File: src/rtl/match_ctrl.sv
// rtl/match_ctrl.sv - two-player ball game round sequencer, loss scoring and score display scan
module match_ctrl #(
    parameter int WIN_SCORE = 5,
    parameter int SERVE_CYC = 1024,
    parameter int SCAN_DIV  = 512,
    parameter int BLINK_DIV = 64
) (
    input  logic       clk,
    input  logic       rst,
    input  logic       start,
    input  logic       lose1,
    input  logic       lose2,
    output logic       ball_en,
    output logic       serve_dir,
    output logic [3:0] loss1,
    output logic [3:0] loss2,
    output logic [1:0] winner,
    output logic [1:0] state,
    output logic [3:0] digit_val,
    output logic [3:0] select
);

    localparam int SERVE_W = $clog2(SERVE_CYC);
    localparam int SCAN_W  = $clog2(SCAN_DIV);
    localparam int BLINK_W = (BLINK_DIV > 1) ? $clog2(BLINK_DIV) : 1;

    localparam logic [SERVE_W-1:0] SERVE_LAST = SERVE_W'(SERVE_CYC - 1);
    localparam logic [SCAN_W-1:0]  SCAN_LAST  = SCAN_W'(SCAN_DIV - 1);
    localparam logic [BLINK_W-1:0] BLINK_LAST = BLINK_W'(BLINK_DIV - 1);
    localparam logic [3:0]         WIN        = 4'(WIN_SCORE);

    localparam logic [3:0] DIG_DASH  = 4'd10;
    localparam logic [3:0] DIG_SEP   = 4'd11;
    localparam logic [3:0] DIG_BLANK = 4'd15;

    typedef enum logic [1:0] {
        S_IDLE  = 2'b00,
        S_SERVE = 2'b01,
        S_PLAY  = 2'b10,
        S_OVER  = 2'b11
    } state_t;

    // Input synchronisers, bit order {start, lose1, lose2}
    logic [2:0] sync1_q, sync2_q, sync3_q;
    logic [2:0] rise;
    logic       start_rise, lose1_rise, lose2_rise;

    // Round FSM state and registered outputs
    state_t               state_q;
    logic [SERVE_W-1:0]   serve_cnt_q;
    logic [3:0]           loss1_q, loss2_q;
    logic [3:0]           loss1_d, loss2_d;
    logic                 full1, full2;
    logic [1:0]           winner_q;
    logic                 ball_en_q;
    logic                 serve_dir_q;

    // Display scan
    logic [SCAN_W-1:0]    presc_q;
    logic                 scan_tick;
    logic [1:0]           idx_q, idx_d;
    logic [3:0]           select_q, select_d;
    logic [3:0]           digit_q, digit_d;
    logic [BLINK_W-1:0]   blink_cnt_q, blink_cnt_d;
    logic                 blink_q, blink_d;

    // Three-flop chain per async input: two to resolve metastability, one for edge detect
    always_ff @(posedge clk) begin
        if (rst) begin
            sync1_q <= 3'b000;
            sync2_q <= 3'b000;
            sync3_q <= 3'b000;
        end else begin
            sync1_q <= {start, lose1, lose2};
            sync2_q <= sync1_q;
            sync3_q <= sync2_q;
        end
    end

    assign rise       = sync2_q & ~sync3_q;
    assign start_rise = rise[2];
    assign lose1_rise = rise[1];
    assign lose2_rise = rise[0];

    // Post-increment loss counts, saturating at the winning score
    always_comb begin
        loss1_d = loss1_q;
        loss2_d = loss2_q;
        if (lose1_rise && (loss1_q != WIN)) begin
            loss1_d = loss1_q + 4'd1;
        end
        if (lose2_rise && (loss2_q != WIN)) begin
            loss2_d = loss2_q + 4'd1;
        end
    end

    assign full1 = (loss1_d == WIN);
    assign full2 = (loss2_d == WIN);

    // Round sequencing: idle -> serve hold -> play -> serve/over, with scoring in play
    always_ff @(posedge clk) begin
        if (rst) begin
            state_q     <= S_IDLE;
            serve_cnt_q <= '0;
            loss1_q     <= 4'd0;
            loss2_q     <= 4'd0;
            winner_q    <= 2'b00;
            ball_en_q   <= 1'b0;
            serve_dir_q <= 1'b0;
        end else begin
            ball_en_q <= 1'b0;
            case (state_q)
                S_IDLE: begin
                    if (start_rise) begin
                        state_q     <= S_SERVE;
                        serve_cnt_q <= '0;
                    end
                end
                S_SERVE: begin
                    if (serve_cnt_q == SERVE_LAST) begin
                        state_q     <= S_PLAY;
                        serve_cnt_q <= '0;
                    end else begin
                        serve_cnt_q <= serve_cnt_q + SERVE_W'(1);
                    end
                end
                S_PLAY: begin
                    if (lose1_rise || lose2_rise) begin
                        loss1_q <= loss1_d;
                        loss2_q <= loss2_d;
                        // A simultaneous double miss leaves the serve side alone
                        if (lose1_rise && !lose2_rise) begin
                            serve_dir_q <= 1'b0;
                        end else if (lose2_rise && !lose1_rise) begin
                            serve_dir_q <= 1'b1;
                        end
                        if (full1 || full2) begin
                            state_q  <= S_OVER;
                            winner_q <= {full1, full2};
                        end else begin
                            state_q     <= S_SERVE;
                            serve_cnt_q <= '0;
                        end
                    end else begin
                        ball_en_q <= 1'b1;
                    end
                end
                S_OVER: begin
                    if (start_rise) begin
                        state_q     <= S_SERVE;
                        serve_cnt_q <= '0;
                        loss1_q     <= 4'd0;
                        loss2_q     <= 4'd0;
                        winner_q    <= 2'b00;
                        serve_dir_q <= 1'b0;
                    end
                end
                default: begin
                    state_q <= S_IDLE;
                end
            endcase
        end
    end

    // Free-running digit-slot prescaler, tick on the terminal count
    always_ff @(posedge clk) begin
        if (rst) begin
            presc_q <= '0;
        end else if (scan_tick) begin
            presc_q <= '0;
        end else begin
            presc_q <= presc_q + SCAN_W'(1);
        end
    end

    assign scan_tick = (presc_q == SCAN_LAST);

    // Blink phase only runs while the match is over; any other state holds it cleared
    always_comb begin
        blink_cnt_d = blink_cnt_q;
        blink_d     = blink_q;
        if (state_q != S_OVER) begin
            blink_cnt_d = '0;
            blink_d     = 1'b0;
        end else if (scan_tick) begin
            if (blink_cnt_q == BLINK_LAST) begin
                blink_cnt_d = '0;
                blink_d     = ~blink_q;
            end else begin
                blink_cnt_d = blink_cnt_q + BLINK_W'(1);
            end
        end
    end

    // Next digit slot contents, using the blink phase that takes effect on this tick
    always_comb begin
        idx_d    = idx_q + 2'd1;
        select_d = 4'b1111;
        digit_d  = 4'd0;
        case (idx_d)
            2'd0: begin
                select_d = 4'b0111;
                digit_d  = (blink_d && winner_q[0]) ? DIG_BLANK : loss1_q;
            end
            2'd1: begin
                select_d = 4'b1011;
                digit_d  = DIG_DASH;
            end
            2'd2: begin
                select_d = 4'b1101;
                digit_d  = DIG_SEP;
            end
            default: begin
                select_d = 4'b1110;
                digit_d  = (blink_d && winner_q[1]) ? DIG_BLANK : loss2_q;
            end
        endcase
    end

    // Scan index, blink phase and display outputs; display only changes on a tick
    always_ff @(posedge clk) begin
        if (rst) begin
            idx_q       <= 2'd0;
            select_q    <= 4'b1111;
            digit_q     <= 4'd0;
            blink_cnt_q <= '0;
            blink_q     <= 1'b0;
        end else begin
            blink_cnt_q <= blink_cnt_d;
            blink_q     <= blink_d;
            if (scan_tick) begin
                idx_q    <= idx_d;
                select_q <= select_d;
                digit_q  <= digit_d;
            end
        end
    end

    assign ball_en   = ball_en_q;
    assign serve_dir = serve_dir_q;
    assign loss1     = loss1_q;
    assign loss2     = loss2_q;
    assign winner    = winner_q;
    assign state     = state_q;
    assign digit_val = digit_q;
    assign select    = select_q;

endmodule

File: config.mk
export PLATFORM = sky130hd
export DESIGN_NAME = match_ctrl
export DESIGN_NICKNAME = d
export VERILOG_FILES = /design/src/rtl/match_ctrl.sv
export SDC_FILE = /design/constraint.sdc
export NUM_CORES = 1
export LEC_CHECK = 0
export CAP_MARGIN = 20
export CELL_PAD_IN_SITES_DETAIL_PLACEMENT = 0
export CELL_PAD_IN_SITES_GLOBAL_PLACEMENT = 1
export CORE_MARGIN = 2
export CORE_UTILIZATION = 47
export CTS_CLUSTER_SIZE = 20
export DETAILED_ROUTE_END_ITERATION = 10
export GPL_TIMING_DRIVEN = 0
export HOLD_SLACK_MARGIN = 0.02
export PLACE_DENSITY_LB_ADDON = 0.1
export SYNTH_ARGS = -nofsm -noshare
export SYNTH_HDL_FRONTEND = slang
export SYNTH_SLANG_ARGS = --single-unit
File: constraint.sdc
create_clock -name clk -period 3.4 [get_ports clk]
set_clock_uncertainty 0.1 [all_clocks]
set_input_delay 0.51 -clock clk [delete_from_list [all_inputs] [get_ports clk]]
set_output_delay 0.51 -clock clk [all_outputs]
set_load 0.005 [all_outputs]
==> results.cfg <==
[run_status]
status = finished clean

[floorplanning]
initial_core_util_pct = 49.3
dieArea_um2 = 6930
dieWidth_um = 83.3
dieHeight_um = 83.3
rows = 28
core-area_um2 = 5990
ios = 27

[clock_tree]
clockBufferDepth = 2
root_buffer = clkbuf_8
cts_hold_buf = 0
numCtsBuffers = 9
insertion_delay_ps = 330
cts.sinks = 59
h-tree-depth = 3
cts_resized = 0
cts_tree = done
cts_setup_buffers = 0
clk_pin_slew_ps = 70

[logic_synthesis]
synth.top_cell.area_share_pct = 40.0
synth_area_um2 = 2950
syn_inst = 335
synth_fa_ha_area_share_pct = 7.20
ys_seq_area_share_pct = 40.0
synth_nets = 357
ys_types = 59
synth_xor_area_share_pct = 3.26
synth-edff-count = 0
synth_mux_area_share_pct = 1.44
synthSimpleGateAreaFrac_pct = 23.9
yosysWarnings = 0
async_flop_share_pct = 0
synth_compound_area_share_pct = 20.8
synth_top_family_by_area = simple AND/OR/NAND/NOR gates
synth_ff_type = dfxtp_1
ys_seq_elements = 59
synth_top_cell_by_area = dfxtp_1
synth.area.top_cells = dfxtp_1 (40%), ha_1 (7.2%), nand2_1 (3.9%), nor2_1 (3.9%), o21ai_0 (3.6%)
syn_area_per_cell_um2 = 8.81

[sta]
min_period_ps = 2520
max_slew_margin_pct = 62.2
maxSlewViolCount = 0
rsz0062_at_grt = false
finalCritPeriodShare_pct = 74.1
finalSetupTns_ps = 0
timing.fmax_mhz = 397
tightestPinTransition_ps = 567
timing.final.setup_violations = 0
finalHoldViolCount = 0

[setup_path]
crit_required_ps = 3590
reg2reg_from = state[0]
reg2reg_depth = 7
cp_max_fo = 10
crit_path_start_kind = flop
setup.worst_path.class = reg2reg
r2r_slack_ps = 880
endpoint_kind = flop
r2r-end = serve_cnt_q[9]
worst_ep_arrival_time_ps = 2700

[place]
port_buffers = 26
globalplace.congestion = 0.807
dp_hpwl_um = 4580

[global_routing]
gr-usage-met3_pct = 4.08
grt_pass1_vias = 2280
globalRouteTotalUtil_pct = 19.0
antenna_found_initial = 0
grt-ovfl-total = 0
grt_pass1_wl_um = 10700
grt_busiest_layer = met2
grt_max_degree = 11
use_met1_pct = 25.9
met2_usage_pct = 28.7

[worst_hold_path]
holdPathStages = 1
min-delay-start = sync1_q[2]
hold_end = sync2_q[2]
hold_path_class = reg2reg

[routing]
vias = 2473
postRouteAntennaNets = 0
wl_per_cell_um = 13.9
drc = 0
vias_per_cell = 5.47
first_pass_iters = 4
drtIter0Drc = 61
drt_wl_total_um = 6290

[layout]
area_growth_pct = 20.2
final_nets = 394
multi_input_area_um2 = 1670
final_layout_size_suffix_gt1_share_pct = 7.96
n_antenna_cell = 0
fin_util_pct = 59.2
register_area_um2 = 1180
fillCellCount = 554

[pwr]
peakVddDrop_mv = 0.330
powerDensity_nw_per_um2 = 517
p_leak_nw = 1.25

[job]
maxCapViolations = 0
-- worst max-delay path, cell delays in order (launching register included) --
cell and delay (ps):
dfxtp_1 420, inv_1 90, ha_1 250, buf_1 280, a32oi_1 430, nand2_1 300, a2111oi_2 430, o22a_1 170
-- layout by cell type, fill, tap and decap left out, types with 7 or more instances in the layout --
cell type	n
o21ai_0	21
nand3_1	14
dfxtp_1	59
clkdlybuf4s50_1	26
clkbuf_8	10
nor2_1	31
xor2_1	7
nand2b_1	12
ha_1	17
inv_1	15
a21oi_1	16
nor2b_1	13
nand2_1	31
clkbuf_1	8
a211oi_1	7
-- cells in the mapped netlist (2+ instances only) --
| cell | number |
|---|---|
| or3_1 | 4 |
| a211oi_1 | 7 |
| inv_1 | 15 |
| a31oi_1 | 3 |
| xor2_1 | 7 |
| xnor2_1 | 4 |
| o21ai_0 | 21 |
| nor2_1 | 31 |
| mux2i_1 | 2 |
| buf_1 | 2 |
| o22ai_1 | 3 |
| nor3_1 | 2 |
| ha_1 | 17 |
| nand2_1 | 31 |
| nor3b_1 | 4 |
| o22a_1 | 5 |
| nand4_1 | 3 |
| dfxtp_1 | 59 |
| a32o_1 | 2 |
| nor2b_1 | 13 |
| nand3_1 | 14 |
| a211o_1 | 2 |
| inv_2 | 2 |
| a311oi_1 | 3 |
| o21a_1 | 2 |
| a32oi_1 | 2 |
| o211ai_1 | 2 |
| a21oi_1 | 16 |
| nand2b_1 | 12 |
| a2111oi_2 | 3 |
| and3_1 | 5 |
| and2_1 | 4 |
| clkbuf_1 | 7 |
-- metrics by stage --
step	instances	cell area [µm²]	total power, mW	hold slack (ps)	setup slack (ps)
3_3_place_gp	436	3310	1.07	317	743
3_5_place_dp	436	3310	1.07	327	749
5_1_grt	452	3550	1.92	361	618
6_report	452	3550	1.83	338	881
4_1_cts	452	3550	1.85	343	866
2_1_floorplan	335	2950	0.969	314	1300
-- report_power, final --
| part | switching (mW) | internal (mW) |
|---|---|---|
| clock network | 0.274 | 0.505 |
| logic | 0.209 | 0.114 |
| registers | 0.0210 | 0.712 |
-- worst max path at each step --
stage | cells past startpoint | start | slack (ps) | endpoint
final | 7 | state[0] | 880 | serve_cnt_q[9]
after global routing | 8 | state[0] | 620 | serve_cnt_q[7]
after CTS | 8 | state[0] | 870 | serve_cnt_q[7]
after detailed placement | 6 | rst | 750 | serve_cnt_q[9]
after global placement | 6 | rst | 740 | serve_cnt_q[9]
after floorplan | 10 | presc_q[0] | 1300 | digit_val[0]
-- state kept, by name (all words and copies together), names as in the netlist, 3 cells and up --
name	flops
presc_q	9
sync1_q	3
select	4
serve_cnt_q	10
sync2_q	3
loss1	4
digit_val	4
sync3_q	3
loss2	4
blink_cnt_q	6
-- logic make-up (layout without fill, tap and decap cells) --
| family | Yosys count | in the layout |
|---|---|---|
| simple gates | 135 | 135 |
| xor+xnor | 11 | 11 |
| mux | 3 | 3 |
| flops | 59 | 59 |
| buf+inv | 26 | 68 |
| compound gates | 84 | 84 |
| fa+ha+maj | 17 | 17 |
-- layout make-up --
class | instances | area share [%]
Clock inverter | 5 | 2.82
Timing Repair Buffer | 26 | 7.33
Clock buffer | 11 | 3.98
Buffer | 9 | 0.952
Tap cell | 75 | 2.64
Sequential cell | 59 | 33.3
Multi-Input combinational cell | 250 | 47.2
Inverter | 17 | 1.80
-- layer usage --
metal / vias up / share of wire (%) / wire (µm)
met5: - / 0 / 0
met3: 10 / 3.2 / 202
li1: 1269 / - / -
met4: 0 / 1.5 / 97
met2: 45 / 44 / 2790
met1: 1149 / 51 / 3200
Note: power is estimated with default switching activity, not from simulation.
